## src/rtl/ttt_pkg.sv

```systemverilog
// Shared encodings and board helpers for the tic-tac-toe turn sequencer.
package ttt_pkg;

    typedef enum logic [1:0] {
        IDLE  = 2'b00,
        PLAY  = 2'b01,
        CHECK = 2'b10,
        OVER  = 2'b11
    } state_e;

    typedef enum logic [1:0] {
        RES_NONE = 2'b00,
        RES_X    = 2'b01,
        RES_O    = 2'b10,
        RES_DRAW = 2'b11
    } result_e;

    typedef enum logic [1:0] {
        CELL_EMPTY = 2'b00,
        CELL_X     = 2'b01,
        CELL_O     = 2'b10
    } cell_e;

    localparam logic [3:0] KEY_RESTART = 4'd0;
    localparam int         NUM_CELLS   = 9;
    localparam int         NUM_LINES   = 8;
    localparam logic [3:0] MAX_MOVES   = 4'd9;

    // Winning lines as occupancy masks; mask bit (k-1) stands for cell k.
    localparam logic [NUM_LINES-1:0][NUM_CELLS-1:0] WIN_LINES = {
        9'b000_000_111,  // row 1: cells 1,2,3
        9'b000_111_000,  // row 2: cells 4,5,6
        9'b111_000_000,  // row 3: cells 7,8,9
        9'b001_001_001,  // col 1: cells 1,4,7
        9'b010_010_010,  // col 2: cells 2,5,8
        9'b100_100_100,  // col 3: cells 3,6,9
        9'b100_010_001,  // diagonal: cells 1,5,9
        9'b001_010_100   // anti-diagonal: cells 3,5,7
    };

    // Low bit position of cell k (1..9) inside the 18-bit board vector.
    function automatic int cell_lsb(input int k);
        return 18 - 2 * k;
    endfunction

    // Contents of the cell addressed by a key code; non-cell codes read as empty.
    function automatic logic [1:0] get_cell(input logic [17:0] b, input logic [3:0] k);
        logic [1:0] c;
        c = CELL_EMPTY;
        for (int i = 1; i <= NUM_CELLS; i++) begin
            if (k == 4'(i)) c = b[cell_lsb(i) +: 2];
        end
        return c;
    endfunction

    // Board with the cell addressed by a key code replaced by v.
    function automatic logic [17:0] set_cell(input logic [17:0] b, input logic [3:0] k,
                                             input logic [1:0] v);
        logic [17:0] r;
        r = b;
        for (int i = 1; i <= NUM_CELLS; i++) begin
            if (k == 4'(i)) r[cell_lsb(i) +: 2] = v;
        end
        return r;
    endfunction

endpackage

```

## src/rtl/ttt_line_check.sv

```systemverilog
// Combinational 3-in-a-row detector for one player's occupancy mask.
module ttt_line_check
    import ttt_pkg::*;
(
    input  logic [NUM_CELLS-1:0] mask,
    output logic                 win
);

    // Any of the eight lines fully covered by the mask is a win.
    always_comb begin
        win = 1'b0;
        for (int l = 0; l < NUM_LINES; l++) begin
            if ((mask & WIN_LINES[l]) == WIN_LINES[l]) win = 1'b1;
        end
    end

endmodule

```

## src/rtl/ttt_game_ctrl.sv

```systemverilog
// Tic-tac-toe turn sequencer: validates key strobes, commits moves, detects
// wins/draws, alternates turns and optionally forfeits a turn on timeout.
module ttt_game_ctrl
    import ttt_pkg::*;
#(
    parameter int TIMEOUT_CYC = 0,
    parameter int TIMEOUT_W   = 32
) (
    input  logic        clk,
    input  logic        rst,
    input  logic        start,
    input  logic        key_valid,
    input  logic [3:0]  key_code,
    output logic [17:0] board,
    output logic        turn_o,
    output logic [1:0]  result,
    output logic [1:0]  game_state,
    output logic [3:0]  move_cnt,
    output logic        move_ack,
    output logic        illegal,
    output logic        timeout
);

    localparam bit                   TIMER_EN   = (TIMEOUT_CYC != 0);
    localparam logic [TIMEOUT_W-1:0] TIMER_LAST = TIMEOUT_W'(TIMEOUT_CYC - 1);

    state_e                 state_q, state_d;
    logic [17:0]            board_q, board_d;
    logic                   turn_q, turn_d;
    result_e                result_q, result_d;
    logic [3:0]             move_cnt_q, move_cnt_d;
    logic [TIMEOUT_W-1:0]   timer_q, timer_d;
    logic                   move_ack_q, move_ack_d;
    logic                   illegal_q, illegal_d;
    logic                   timeout_q, timeout_d;

    logic [NUM_CELLS-1:0]   x_mask, o_mask;
    logic                   x_win, o_win, mover_win;
    logic                   key_is_cell;
    logic                   cell_free;

    // Split the board into per-player occupancy: X on even bits, O on odd bits.
    always_comb begin
        x_mask = '0;
        o_mask = '0;
        for (int k = 1; k <= NUM_CELLS; k++) begin
            x_mask[k-1] = board_q[cell_lsb(k)];
            o_mask[k-1] = board_q[cell_lsb(k) + 1];
        end
    end

    ttt_line_check u_x_check (
        .mask (x_mask),
        .win  (x_win)
    );

    ttt_line_check u_o_check (
        .mask (o_mask),
        .win  (o_win)
    );

    assign mover_win   = turn_q ? o_win : x_win;
    assign key_is_cell = (key_code >= 4'd1) && (key_code <= 4'd9);
    assign cell_free   = (get_cell(board_q, key_code) == CELL_EMPTY);

    // Next-state, board, turn, result, counter, timer and pulse logic.
    always_comb begin
        // NOTE: every variable gets its hold/idle value first, so no branch can leave one unassigned and infer a latch.
        state_d    = state_q;
        board_d    = board_q;
        turn_d     = turn_q;
        result_d   = result_q;
        move_cnt_d = move_cnt_q;
        timer_d    = timer_q;
        move_ack_d = 1'b0;
        illegal_d  = 1'b0;
        timeout_d  = 1'b0;

        unique case (state_q)
            IDLE: begin
                board_d    = '0;
                turn_d     = 1'b0;
                result_d   = RES_NONE;
                move_cnt_d = '0;
                timer_d    = '0;
                if (start) state_d = PLAY;
            end

            PLAY: begin
                if (key_valid) begin
                    if (key_is_cell && cell_free) begin
                        // A legal move beats a timer expiring in the same cycle.
                        board_d    = set_cell(board_q, key_code, turn_q ? CELL_O : CELL_X);
                        move_cnt_d = (move_cnt_q == MAX_MOVES) ? MAX_MOVES : move_cnt_q + 4'd1;
                        move_ack_d = 1'b1;
                        timer_d    = '0;
                        state_d    = CHECK;
                    end else begin
                        // Rejected key: board, turn and timer all hold.
                        illegal_d = 1'b1;
                    end
                end else if (TIMER_EN) begin
                    if (timer_q == TIMER_LAST) begin
                        turn_d    = ~turn_q;
                        timeout_d = 1'b1;
                        timer_d   = '0;
                    end else begin
                        timer_d = timer_q + TIMEOUT_W'(1);
                    end
                end
            end

            CHECK: begin
                // Only the player who just moved can have completed a line.
                if (mover_win) begin
                    result_d = turn_q ? RES_O : RES_X;
                    state_d  = OVER;
                end else if (move_cnt_q == MAX_MOVES) begin
                    result_d = RES_DRAW;
                    state_d  = OVER;
                end else begin
                    turn_d  = ~turn_q;
                    state_d = PLAY;
                end
            end

            OVER: begin
                if (key_valid && (key_code == KEY_RESTART)) begin
                    board_d    = '0;
                    turn_d     = 1'b0;
                    result_d   = RES_NONE;
                    move_cnt_d = '0;
                    timer_d    = '0;
                    state_d    = IDLE;
                end
            end

            default: state_d = IDLE;
        endcase
    end

    // State and output registers with synchronous reset.
    always_ff @(posedge clk) begin
        // NOTE: non-blocking assignments so every flop samples pre-edge values regardless of statement order.
        if (rst) begin
            state_q    <= IDLE;
            board_q    <= '0;
            turn_q     <= 1'b0;
            result_q   <= RES_NONE;
            move_cnt_q <= '0;
            timer_q    <= '0;
            move_ack_q <= 1'b0;
            illegal_q  <= 1'b0;
            timeout_q  <= 1'b0;
        end else begin
            state_q    <= state_d;
            board_q    <= board_d;
            turn_q     <= turn_d;
            result_q   <= result_d;
            move_cnt_q <= move_cnt_d;
            timer_q    <= timer_d;
            move_ack_q <= move_ack_d;
            illegal_q  <= illegal_d;
            timeout_q  <= timeout_d;
        end
    end

    assign board      = board_q;
    assign turn_o     = turn_q;
    assign result     = result_q;
    assign game_state = state_q;
    assign move_cnt   = move_cnt_q;
    assign move_ack   = move_ack_q;
    assign illegal    = illegal_q;
    assign timeout    = timeout_q;

endmodule

```

## config.mk

```make
export PLATFORM = sky130hd
export DESIGN_NAME = ttt_game_ctrl
export DESIGN_NICKNAME = d
export VERILOG_FILES = /design/src/rtl/ttt_pkg.sv /design/src/rtl/ttt_line_check.sv /design/src/rtl/ttt_game_ctrl.sv
export SDC_FILE = /design/constraint.sdc
export NUM_CORES = 1
export LEC_CHECK = 0
export BUFFER_PORTS_ARGS = -buffer_cell sky130_fd_sc_hd__buf_4
export CELL_PAD_IN_SITES_DETAIL_PLACEMENT = 1
export CELL_PAD_IN_SITES_GLOBAL_PLACEMENT = 2
export CORE_MARGIN = 5
export CORE_UTILIZATION = 34
export DETAILED_ROUTE_END_ITERATION = 7
export GPL_TIMING_DRIVEN = 0
export MAX_ROUTING_LAYER = met4
export PLACE_DENSITY = 0.95
export SETUP_SLACK_MARGIN = 0.3
export SYNTH_ARGS = -nofsm -noshare
export SYNTH_HDL_FRONTEND = slang
export SYNTH_SLANG_ARGS = --single-unit
```

## constraint.sdc

```tcl
create_clock -name clk -period 7.2 [get_ports clk]
set_input_delay 1.44 -clock clk [delete_from_list [all_inputs] [get_ports clk]]
set_output_delay 1.44 -clock clk [all_outputs]
set_load 0.005 [all_outputs]
```

==> flow_metrics.py, run 1 <==
metrics = {
    "status": {
        "outcome": "finished clean",
    },
    "placement": {
        "dpl-instance-area_um2": 2120,
        "numPlacedInstances": 314,
        "dp_hpwl_um": 4198,
        "gp_congestion": 0.7970,
        "port_buffers": 35,
        "pre_cts_ws_ps": 3535,
    },
    "clock_network": {
        "clock_path_buffers": 2,
        "clk_pin_slew_ps": 70,
        "cts_resized": 0,
        "cts_setup_buffers": 0,
        "clock_sinks": 29,
        "cts_tree": "done",
        "htreeDepth": 2,
        "cts_buffers": 5,
        "clk_latency_ps": 280,
        "ctsHoldBuffers": 0,
        "cts_root_buf": "clkbuf_8",
    },
    "worst_setup_path": {
        "startpoint": "key_code[1]",
        "critPathKind": "input pin to flop",
        "cpPeakStageDelay_ps": 380,
        "path_cells": "buf_4, buf_2, nor4_1, o32ai_1, a21oi_1, o311a_1, o211ai_4, nor3_2, mux2_2",
        "regToRegEndpoint": "move_cnt[1]",
        "worstPathRequired_ps": 7370,
        "reg2reg_from": "board[7]",
        "cp_max_fo": 10,
        "crit_path_start_kind": "input pin",
        "cp_slowest_cell": "mux2_2",
        "arrival_ps": 3570,
        "cp-end-kind": "flop",
        "reg2reg_slack_ps": 4800,
        "reg2regPathDepth": 7,
    },
    "final_layout": {
        "fin_cells": 322,
        "areaGrowthSynthToFinish_pct": 24.68,
        "fin_area_um2": 2206,
        "drive_gt1_frac": 0.2103,
        "num-fill-cells": 632,
        "insertedDiodeCount": 0,
        "final_common_cell": "buf_4",
        "layout.nets": 265,
        "final_cell_mix": "buf_4, dfxtp_1, nor2_1, nand2b_1, mux2i_1",
    },
    "logic_synthesis": {
        "synth_edf_count": 0,
        "yosys_warnings": 0,
        "synthesis.area_um2": 1769,
        "synth_flop_cell": "dfxtp_1",
        "post_synth.cell_area_avg_um2": 8.465,
        "ys_seq_area_frac": 0.3281,
        "ys_ff_latch": 29,
        "yosysUniqueCellTypes": 48,
        "syn_inst": 209,
        "mappedNetlistNets": 223,
        "synth_top_area_share": 0.3281,
        "async_reset_ff_frac": 0,
        "yosysTopAreaCell": "dfxtp_1",
        "synth_area_leaders": "dfxtp_1, mux2i_1, nand2b_1",
    },
    "global_routing": {
        "grt_max_degree": 11,
        "grt-ovfl-total": 0,
        "first_global_vias": 1717,
        "grt_antenna_before_repair": 0,
        "grt_use_total": 0.1766,
        "grt_pass1_wl_um": 8797,
    },
    "die": {
        "die_x_um": 82.14,
        "die_h_um": 82.14,
        "initial_core_util": 0.3486,
        "ioPinCount": 38,
        "die_area_um2": 6746,
        "core_area_um2": 5075,
        "floorplan.rows": 26,
    },
    "run": {
        "maxCapViolations": 0,
    },
    "drt": {
        "drtIter0Drc": 80,
        "detail-route-antenna-nets": 0,
        "drt_pass1_iterations": 4,
        "drt-total-wl_um": 5474,
        "route.detailed.drc": 0,
        "viasPerCell": 5.376,
        "vias": 1731,
        "wl_per_cell_um": 17.00,
    },
    "sta": {
        "clock_skew_ps": 2.292,
        "tightest_slew_ps": 568.3,
        "rsz0062_at_grt": "false",
        "period_share": 0.4727,
        "setup_violations": 0,
        "setup_tns_ps": 0,
        "max_freq_ghz": 0.2938,
        "maxSlewHeadroom": 0.6211,
        "maxSlewViolCount": 0,
        "setup_ws_ps": 3797,
        "hold_viol": 0,
        "post-route-min-period_ps": 3403,
    },
    "power": {
        "peakVddDrop_mv": 0.1091,
        "leakagePower_uw": 0.0009344,
        "p_per_area_nw_per_um2": 328.1,
    },
    "min_path": {
        "hold_end": "result[1]",
        "hold_depth": 1,
        "hp-start": "result[1]",
        "hold_class": "flop to flop",
    },
}
-- metal layers --
layer,up-vias,part of all wire,global-route usage
met2,45,0.49,0.2859
met4,0,0.013,0.04983
met3,8,0.041,0.02711
met1,838,0.46,0.2285
met5,-,0,-
li1,840,-,-
-- critical path: cells and delay by family --
kind | cells | cell delay, ps
simple gates | 2 | 720
mux | 1 | 380
buf+inv | 2 | 300
compound gates | 4 | 740
-- sequential cells by signal, indices dropped and copies added, names as in the netlist --
register and count:
result 2, move_cnt 4, illegal 1, board 18
move_ack 1, game_state 2, turn_o 1
-- layout make-up --
type | instances | area, um^2 | area share
buffer | 11 | 56.30 | 0.02552
clock buffer | 5 | 68.82 | 0.03120
clock inverter | 3 | 17.52 | 0.007941
inverter | 9 | 33.78 | 0.01531
multi-input combinational | 160 | 1099 | 0.4980
sequential | 29 | 580.6 | 0.2632
tap | 70 | 87.58 | 0.03970
timing repair buffer | 35 | 262.8 | 0.1191
-- where the power goes --
group	switching, uW	internal, uW	leakage [uW]
registers	45.5	190	0.000235
logic	200	155	0.000655
clock network	66.8	66.6	0.0000439
total	312	412	0.000934
-- how the worst max path moves through the flow --
stage,cells past startpoint,end,slack (ps)
detailed placement,9,move_cnt[1],3530
global placement,9,move_cnt[1],3560
CTS,9,move_cnt[1],3820
finish,9,move_cnt[1],3800
global route,9,move_cnt[1],3720
floorplan,8,move_cnt[1],3920
-- kinds of logic (layout without fill, tap and decap cells) --
family                   after synthesis  after routing  synth area share
AND/OR/NAND/NOR                       87             87            0.2603
AO/OA/AOI/OAI                         47             47            0.2079
flip-flops                            29             29            0.3281
buffers and inverters                 20             63           0.05092
multiplexers                          19             19            0.1082
adder cells (fa/ha/maj)                6              6           0.04243
other                                  1              1          0.002120
-- synth_stat cells, types with 2 or more instances --
master / number
nand2_1: 14
dfxtp_1: 29
a21oi_1: 7
buf_2: 3
o32ai_1: 2
nand2b_1: 22
or3_1: 3
o21ai_0: 5
inv_1: 9
mux2i_1: 18
nor2_1: 26
o221ai_1: 2
and2_1: 2
nor2b_1: 3
nor3_1: 4
o31ai_2: 2
a31oi_1: 6
a41oi_1: 2
a222oi_1: 2
a22oi_1: 2
nand3b_1: 2
nor4b_1: 3
a22o_1: 7
clkbuf_1: 5
ha_1: 6
-- metrics by stage --
step / total power [uW] / hold WS (ps) / util
6_report: 723.8 / 482.0 / 0.4347
5_1_grt: 775.7 / 519.8 / 0.4347
4_1_cts: 728.9 / 488.0 / 0.4347
3_5_place_dp: 592.1 / 471.8 / 0.4177
3_3_place_gp: 580.5 / 471.9 / 0.4177
2_1_floorplan: 471.3 / 474.5 / -
(Power assumes the default switching activity.)
==> inputs of run 2 (changes only) <==
- ABC_AREA: not set -> 1
- CORE_UTILIZATION: 34 -> 29
- PLACE_DENSITY: 0.95 -> 0.91
- clock period: 7.2 -> 3.5 ns (I/O delays scaled with it)
==> run 2 against run 1 <==
Compared with the run above:
- wire length rose by 18%
- clock skew rose by 3.4 ps
- core utilization fell by 6.0 points
- combinational power rose to 4.1 times the previous value
- critical path type unchanged
- critical endpoint is now board[17]
==> flow_metrics.py, run 2 <==
metrics = {
    "global_routing": {
        "grt-ovfl-total": 0,
        "grt_max_degree": 11,
        "grt_pass1_wl_um": 10920,
        "grt_use_total": 0.1669,
        "first_global_vias": 2145,
        "grt_antenna_before_repair": 0,
    },
    "power": {
        "leakagePower_uw": 0.001212,
        "swShare": 0.4963,
        "p_clk_frac": 0.137,
        "switchingPower_uw": 1155,
        "peakVddDrop_mv": 0.2703,
        "seqPwrFrac": 0.235,
        "pwr-share-comb": 0.628,
        "fin_total_pwr_uw": 2327,
        "p_per_area_nw_per_um2": 962.3,
        "internal_power_uw": 1172,
    },
    "clock_network": {
        "cts_root_buf": "clkbuf_8",
        "cts_buffers": 5,
        "cts_tree": "done",
        "clk_latency_ps": 290,
        "ctsHoldBuffers": 0,
        "clock_sinks": 29,
        "cts_resized": 0,
        "cts_setup_buffers": 0,
        "clock_path_buffers": 2,
        "htreeDepth": 2,
        "clk_pin_slew_ps": 70,
    },
    "logic_synthesis": {
        "syn_inst": 314,
        "yosysUniqueCellTypes": 32,
        "synth_area_leaders": "dfxtp_1, nand2_1, inv_1",
        "yosysTopAreaCell": "dfxtp_1",
        "post_synth.cell_area_avg_um2": 6.212,
        "synth_edf_count": 0,
        "synth.most_common_cell": "nand2_1",
        "async_reset_ff_frac": 0,
        "mappedNetlistNets": 328,
        "synth_top_area_share": 0.2976,
        "yosys_warnings": 0,
        "ys_ff_latch": 29,
        "synth_common_cells": "nand2_1, inv_1, nor2_1",
        "synthesis.area_um2": 1951,
        "synth_flop_cell": "dfxtp_1",
        "ys_seq_area_frac": 0.2976,
    },
    "worst_setup_path": {
        "reg2reg_slack_ps": 1320,
        "cp_max_fo": 10,
        "reg2reg_from": "game_state[1]",
        "cp-end-kind": "flop",
        "worstPathRequired_ps": 3730,
        "critPathKind": "input pin to flop",
        "crit_path_start_kind": "input pin",
        "reg2regPathDepth": 9,
        "regToRegEndpoint": "board[13]",
        "arrival_ps": 2530,
    },
    "drt": {
        "drt-total-wl_um": 6484,
        "vias": 2109,
        "viasPerCell": 4.848,
        "detail-route-antenna-nets": 0,
        "drtIter0Drc": 154,
        "route.detailed.drc": 0,
        "wl_per_cell_um": 14.91,
        "drt_pass1_iterations": 4,
    },
    "sta": {
        "setup_violations": 0,
        "maxSlewHeadroom": 0.6110,
        "maxSlewViolCount": 0,
        "rsz0062_at_grt": "false",
        "clock_skew_ps": 5.695,
        "hold_viol": 0,
        "setup_tns_ps": 0,
        "tightest_slew_ps": 579.6,
        "max_freq_ghz": 0.4335,
        "post-route-min-period_ps": 2307,
        "period_share": 0.6591,
    },
    "die": {
        "core_area_um2": 6459,
        "ioPinCount": 38,
        "floorplan.rows": 29,
        "die_h_um": 92.02,
        "initial_core_util": 0.3020,
        "die_area_um2": 8467,
        "die_x_um": 92.02,
    },
    "final_layout": {
        "fin_area_um2": 2419,
        "final_common_cell": "nand2_1",
        "areaGrowthSynthToFinish_pct": 23.99,
        "final_cell_mix": "nand2_1, inv_1, nor2_1, buf_4, dfxtp_1",
        "insertedDiodeCount": 0,
        "largest_reg_flops": 18,
        "layout.nets": 371,
        "drive_gt1_frac": 0.1760,
        "utilization": 0.3745,
    },
    "min_path": {
        "hold_depth": 2,
        "hold_class": "flop to flop",
        "hold_end": "result[1]",
        "hp-start": "result[1]",
    },
    "placement": {
        "dpl-instance-area_um2": 2317,
        "dp_hpwl_um": 5064,
        "gp_congestion": 0.8623,
        "port_buffers": 36,
    },
    "run": {
        "maxCapViolations": 0,
    },
    "status": {
        "outcome": "finished clean",
    },
}
## run 2: cell types whose count changed in the layout (fill, tap and decap cells not counted), moves of 5 or more
cell      change
nand2_1      +79
nand3_1      +16
inv_1        +33
mux2i_1      -18
nand2b_1     -22
a31oi_1       -6
nor2_1       +12
nand3_4       +5
o21ai_0       +7
nand4_1       +5
o22ai_1       +5
a21oi_1      +16
a22o_1        -7
## run 2: logic make-up (layout without fill, tap and decap cells)
kind of cell,count (synthesis),after routing,share of synthesized area
and+or+nand+nor,167,167,0.3932
buffers and inverters,59,103,0.1219
AOI/OAI and AO/OA,51,51,0.1424
DFF,29,29,0.2976
adders and majority gates,6,6,0.03849
other,1,1,0.001922
xor gates and xnor gates,1,1,0.004491
## run 2: power by group through the flow
stage | sequential, uW | combinational (uW) | clock [uW]
after CTS | 549 | 1470 | 327
after detailed placement | 556 | 1460 | 0
after global routing | 567 | 1660 | 343
after floorplan | 541 | 984 | 0
final | 547 | 1460 | 319
after global placement | 554 | 1410 | 0
## run 2: cell type report
cell class / count / area [um^2]
fill: 873 / 4040
multi-input combinational: 226 / 1132
sequential: 29 / 580.6
timing repair buffer: 36 / 270.3
inverter: 47 / 176.4
clock buffer: 7 / 96.34
tap: 77 / 96.34
buffer: 12 / 61.31
clock inverter: 1 / 5.005
## run 2: per-stage QoR
stage | hold WS (ps) | instances | worst slack (ps)
3_3_place_gp | 486.0 | 427 | 971.7
2_1_floorplan | 485.0 | 314 | 1461
5_1_grt | 536.2 | 435 | 961.4
3_5_place_dp | 487.5 | 427 | 912.7
6_report | 495.5 | 435 | 1193
4_1_cts | 496.4 | 435 | 1193
## run 2: worst max-delay path, stage by stage
cell     delay [ps]
buf_4           120
nor2_2          250
nand2_1         130
o21ai_1         490
buf_2           430
nand3_4         150
nand2_1          80
nand2_1          50
nor2_1          120
## run 2: routing by layer
layer / global-route usage / vias up / share of wire
li1: - / 1077 / -
met1: 0.2291 / 985 / 0.49
met2: 0.2421 / 36 / 0.45
met3: 0.02619 / 11 / 0.037
met4: 0.07178 / 0 / 0.025
met5: - / - / 0
## run 2: worst max-delay path by stage
stage | depth (start not counted) | slack, ps | endpoint | from
2_1_floorplan | 17 | 1460 | board[17] | key_code[3]
3_3_place_gp | 9 | 970 | board[17] | key_code[3]
3_5_place_dp | 9 | 910 | board[17] | key_code[3]
4_1_cts | 9 | 1190 | board[17] | key_code[3]
5_1_grt | 9 | 960 | board[17] | key_code[3]
6_report | 9 | 1190 | board[17] | key_code[3]
==> inputs of run 3 (changes only) <==
- CORE_UTILIZATION: 29 -> 26
- PLACE_DENSITY: 0.91 -> 0.87
- clock period: 3.5 -> 2.1 ns (I/O delays scaled with it)
==> run 3 against run 2 <==
Compared with the run above:
- setup slack worse by 940 ps
- sequential cell count stayed put
- combinational power is 110% higher
- hold slack worse by 130 ps
==> flow_metrics.py, run 3 (synthesis gave the netlist of run 2 again) <==
metrics = {
    "placement": {
        "gp_congestion": 0.8601,
        "dp_hpwl_um": 5072,
        "port_buffers": 36,
        "pre_cts_ws_ps": -117.1,
    },
    "clock_network": {
        "clock_sinks": 29,
        "clk_latency_ps": 290,
        "cts_root_buf": "clkbuf_8",
        "htreeDepth": 2,
        "cts_buffers": 5,
        "cts_tree": "done",
        "clk_pin_slew_ps": 70,
        "ctsHoldBuffers": 0,
        "clock_path_buffers": 2,
    },
    "power": {
        "fin_total_pwr_uw": 4456,
        "swShare": 0.5017,
        "internal_power_uw": 2220,
        "pwr-share-comb": 0.685,
        "seqPwrFrac": 0.211,
        "p_per_area_nw_per_um2": 1572,
        "leakagePower_uw": 0.001382,
        "p_clk_frac": 0.105,
        "switchingPower_uw": 2235,
        "peakVddDrop_mv": 0.4490,
    },
    "sta": {
        "maxSlewViolCount": 0,
        "max_freq_ghz": 0.5422,
        "setup_violations": 0,
        "post-route-min-period_ps": 1845,
        "period_share": 0.8783,
        "clock_skew_ps": 7.869,
        "rsz0062_at_grt": "true",
        "hold_viol": 0,
        "maxSlewHeadroom": 0.5847,
        "tightest_slew_ps": 622.9,
        "setup_ws_ps": 255.5,
    },
    "final_layout": {
        "insertedDiodeCount": 0,
        "final_cell_mix": "nand2_1, buf_4, inv_1, nor2_1, dfxtp_1",
        "areaGrowthSynthToFinish_pct": 45.29,
        "drive_gt1_frac": 0.3908,
        "num-fill-cells": 947,
        "layout.nets": 384,
        "largest_reg_flops": 18,
        "final_common_cell": "nand2_1",
    },
    "worst_setup_path": {
        "cpPeakStageDelay_ps": 290,
        "critPathKind": "input pin to flop",
        "cp_slowest_cell": "o21ai_0",
        "critPathBufInv": 3,
        "cp_top_family": "simple AND/OR/NAND/NOR gates",
        "crit_top_cell": "nand2_1",
        "path_cells": "buf_4, nor2_1, nand2_1, o21ai_0, inv_2, nand2_1, nand2_1, nand2_2, nand2_4, buf_12, nand3_4, nand2_1, nand2_1, nor2_1",
        "cp-end-kind": "flop",
        "cp_max_fo": 7,
        "arrival_ps": 2030,
        "crit_path_start_kind": "input pin",
        "worstPathRequired_ps": 2280,
    },
    "global_routing": {
        "grt_antenna_before_repair": 0,
        "grt_use_total": 0.1438,
        "first_global_vias": 2095,
        "grt_pass1_wl_um": 10780,
        "grt_max_degree": 11,
        "grt-ovfl-total": 0,
    },
    "drt": {
        "drt_pass1_iterations": 4,
        "route.detailed.drc": 0,
        "vias": 2164,
        "drtIter0Drc": 118,
        "drt-total-wl_um": 6881,
        "wl_per_cell_um": 14.64,
        "viasPerCell": 4.604,
        "detail-route-antenna-nets": 0,
    },
    "die": {
        "die_h_um": 96.62,
        "core_area_um2": 7292,
        "die_x_um": 96.62,
        "die_area_um2": 9334,
        "ioPinCount": 38,
        "initial_core_util": 0.2675,
        "floorplan.rows": 31,
    },
    "status": {
        "outcome": "finished clean",
    },
    "run": {
        "maxCapViolations": 0,
    },
    "min_path": {
        "hold_class": "input pin to flop",
    },
}
[run 3: cell types whose count changed in the layout (fill, tap and decap cells not counted), sizes merged]
cell / change
buf: +14
inv: +1
clkinvlp: +1
clkbuf: -3
[run 3: path summary, 6_finish.rpt]
check,to,cells past startpoint,slack [ps],from
min,game_state[1],2,370,rst
min reg2reg,result[0],2,500,result[0]
max,board[5],14,260,key_code[2]
max reg2reg,board[16],15,260,board[8]
[run 3: metrics by stage]
stage                     hold slack (ps)  TNS (ps)    util  area [um^2]  instances
final                               368.4         0  0.3886         2834        470
after global routing                369.2         0  0.3886         2834        470
after CTS                           356.6         0  0.3380         2465        457
after detailed placement            494.1     -1294  0.3216         2345        449
after global placement              485.7     -1088  0.3216         2345        449
after floorplan                     485.0         0       -         1951        314
[run 3: area by class of cell]
class / count / area, um^2 / area share
multi-input combinational: 226 / 1384 / 0.4883
buffer: 12 / 77.57 / 0.02737
clock buffer: 5 / 68.82 / 0.02428
clock inverter: 3 / 17.52 / 0.006181
tap: 99 / 123.9 / 0.04371
inverter: 47 / 183.9 / 0.06490
sequential: 29 / 593.1 / 0.2093
timing repair buffer: 49 / 385.4 / 0.1360
[run 3: timing repair]
action / CTS / global route
setup endpoints to repair: 26 / 27
gates resized for setup: 20 / 82
pin swaps: 4 / 25
cloned: 0 / 1
buffers inserted: 0 / 12
[run 3: power by group through the flow]
stage	sequential, uW	clock [uW]	combinational [uW]
6_report	939	466	3050
5_1_grt	960	499	3400
4_1_cts	926	478	2490
3_5_place_dp	931	0	2400
3_3_place_gp	929	0	2380
2_1_floorplan	902	0	1640
[run 3: routing by layer]
layer	vias up	GRT usage	share of wire
met5	-	-	0
met4	0	0.03564	0.010
met3	5	0.02878	0.030
met2	32	0.2304	0.49
met1	1026	0.1859	0.47
li1	1101	-	-
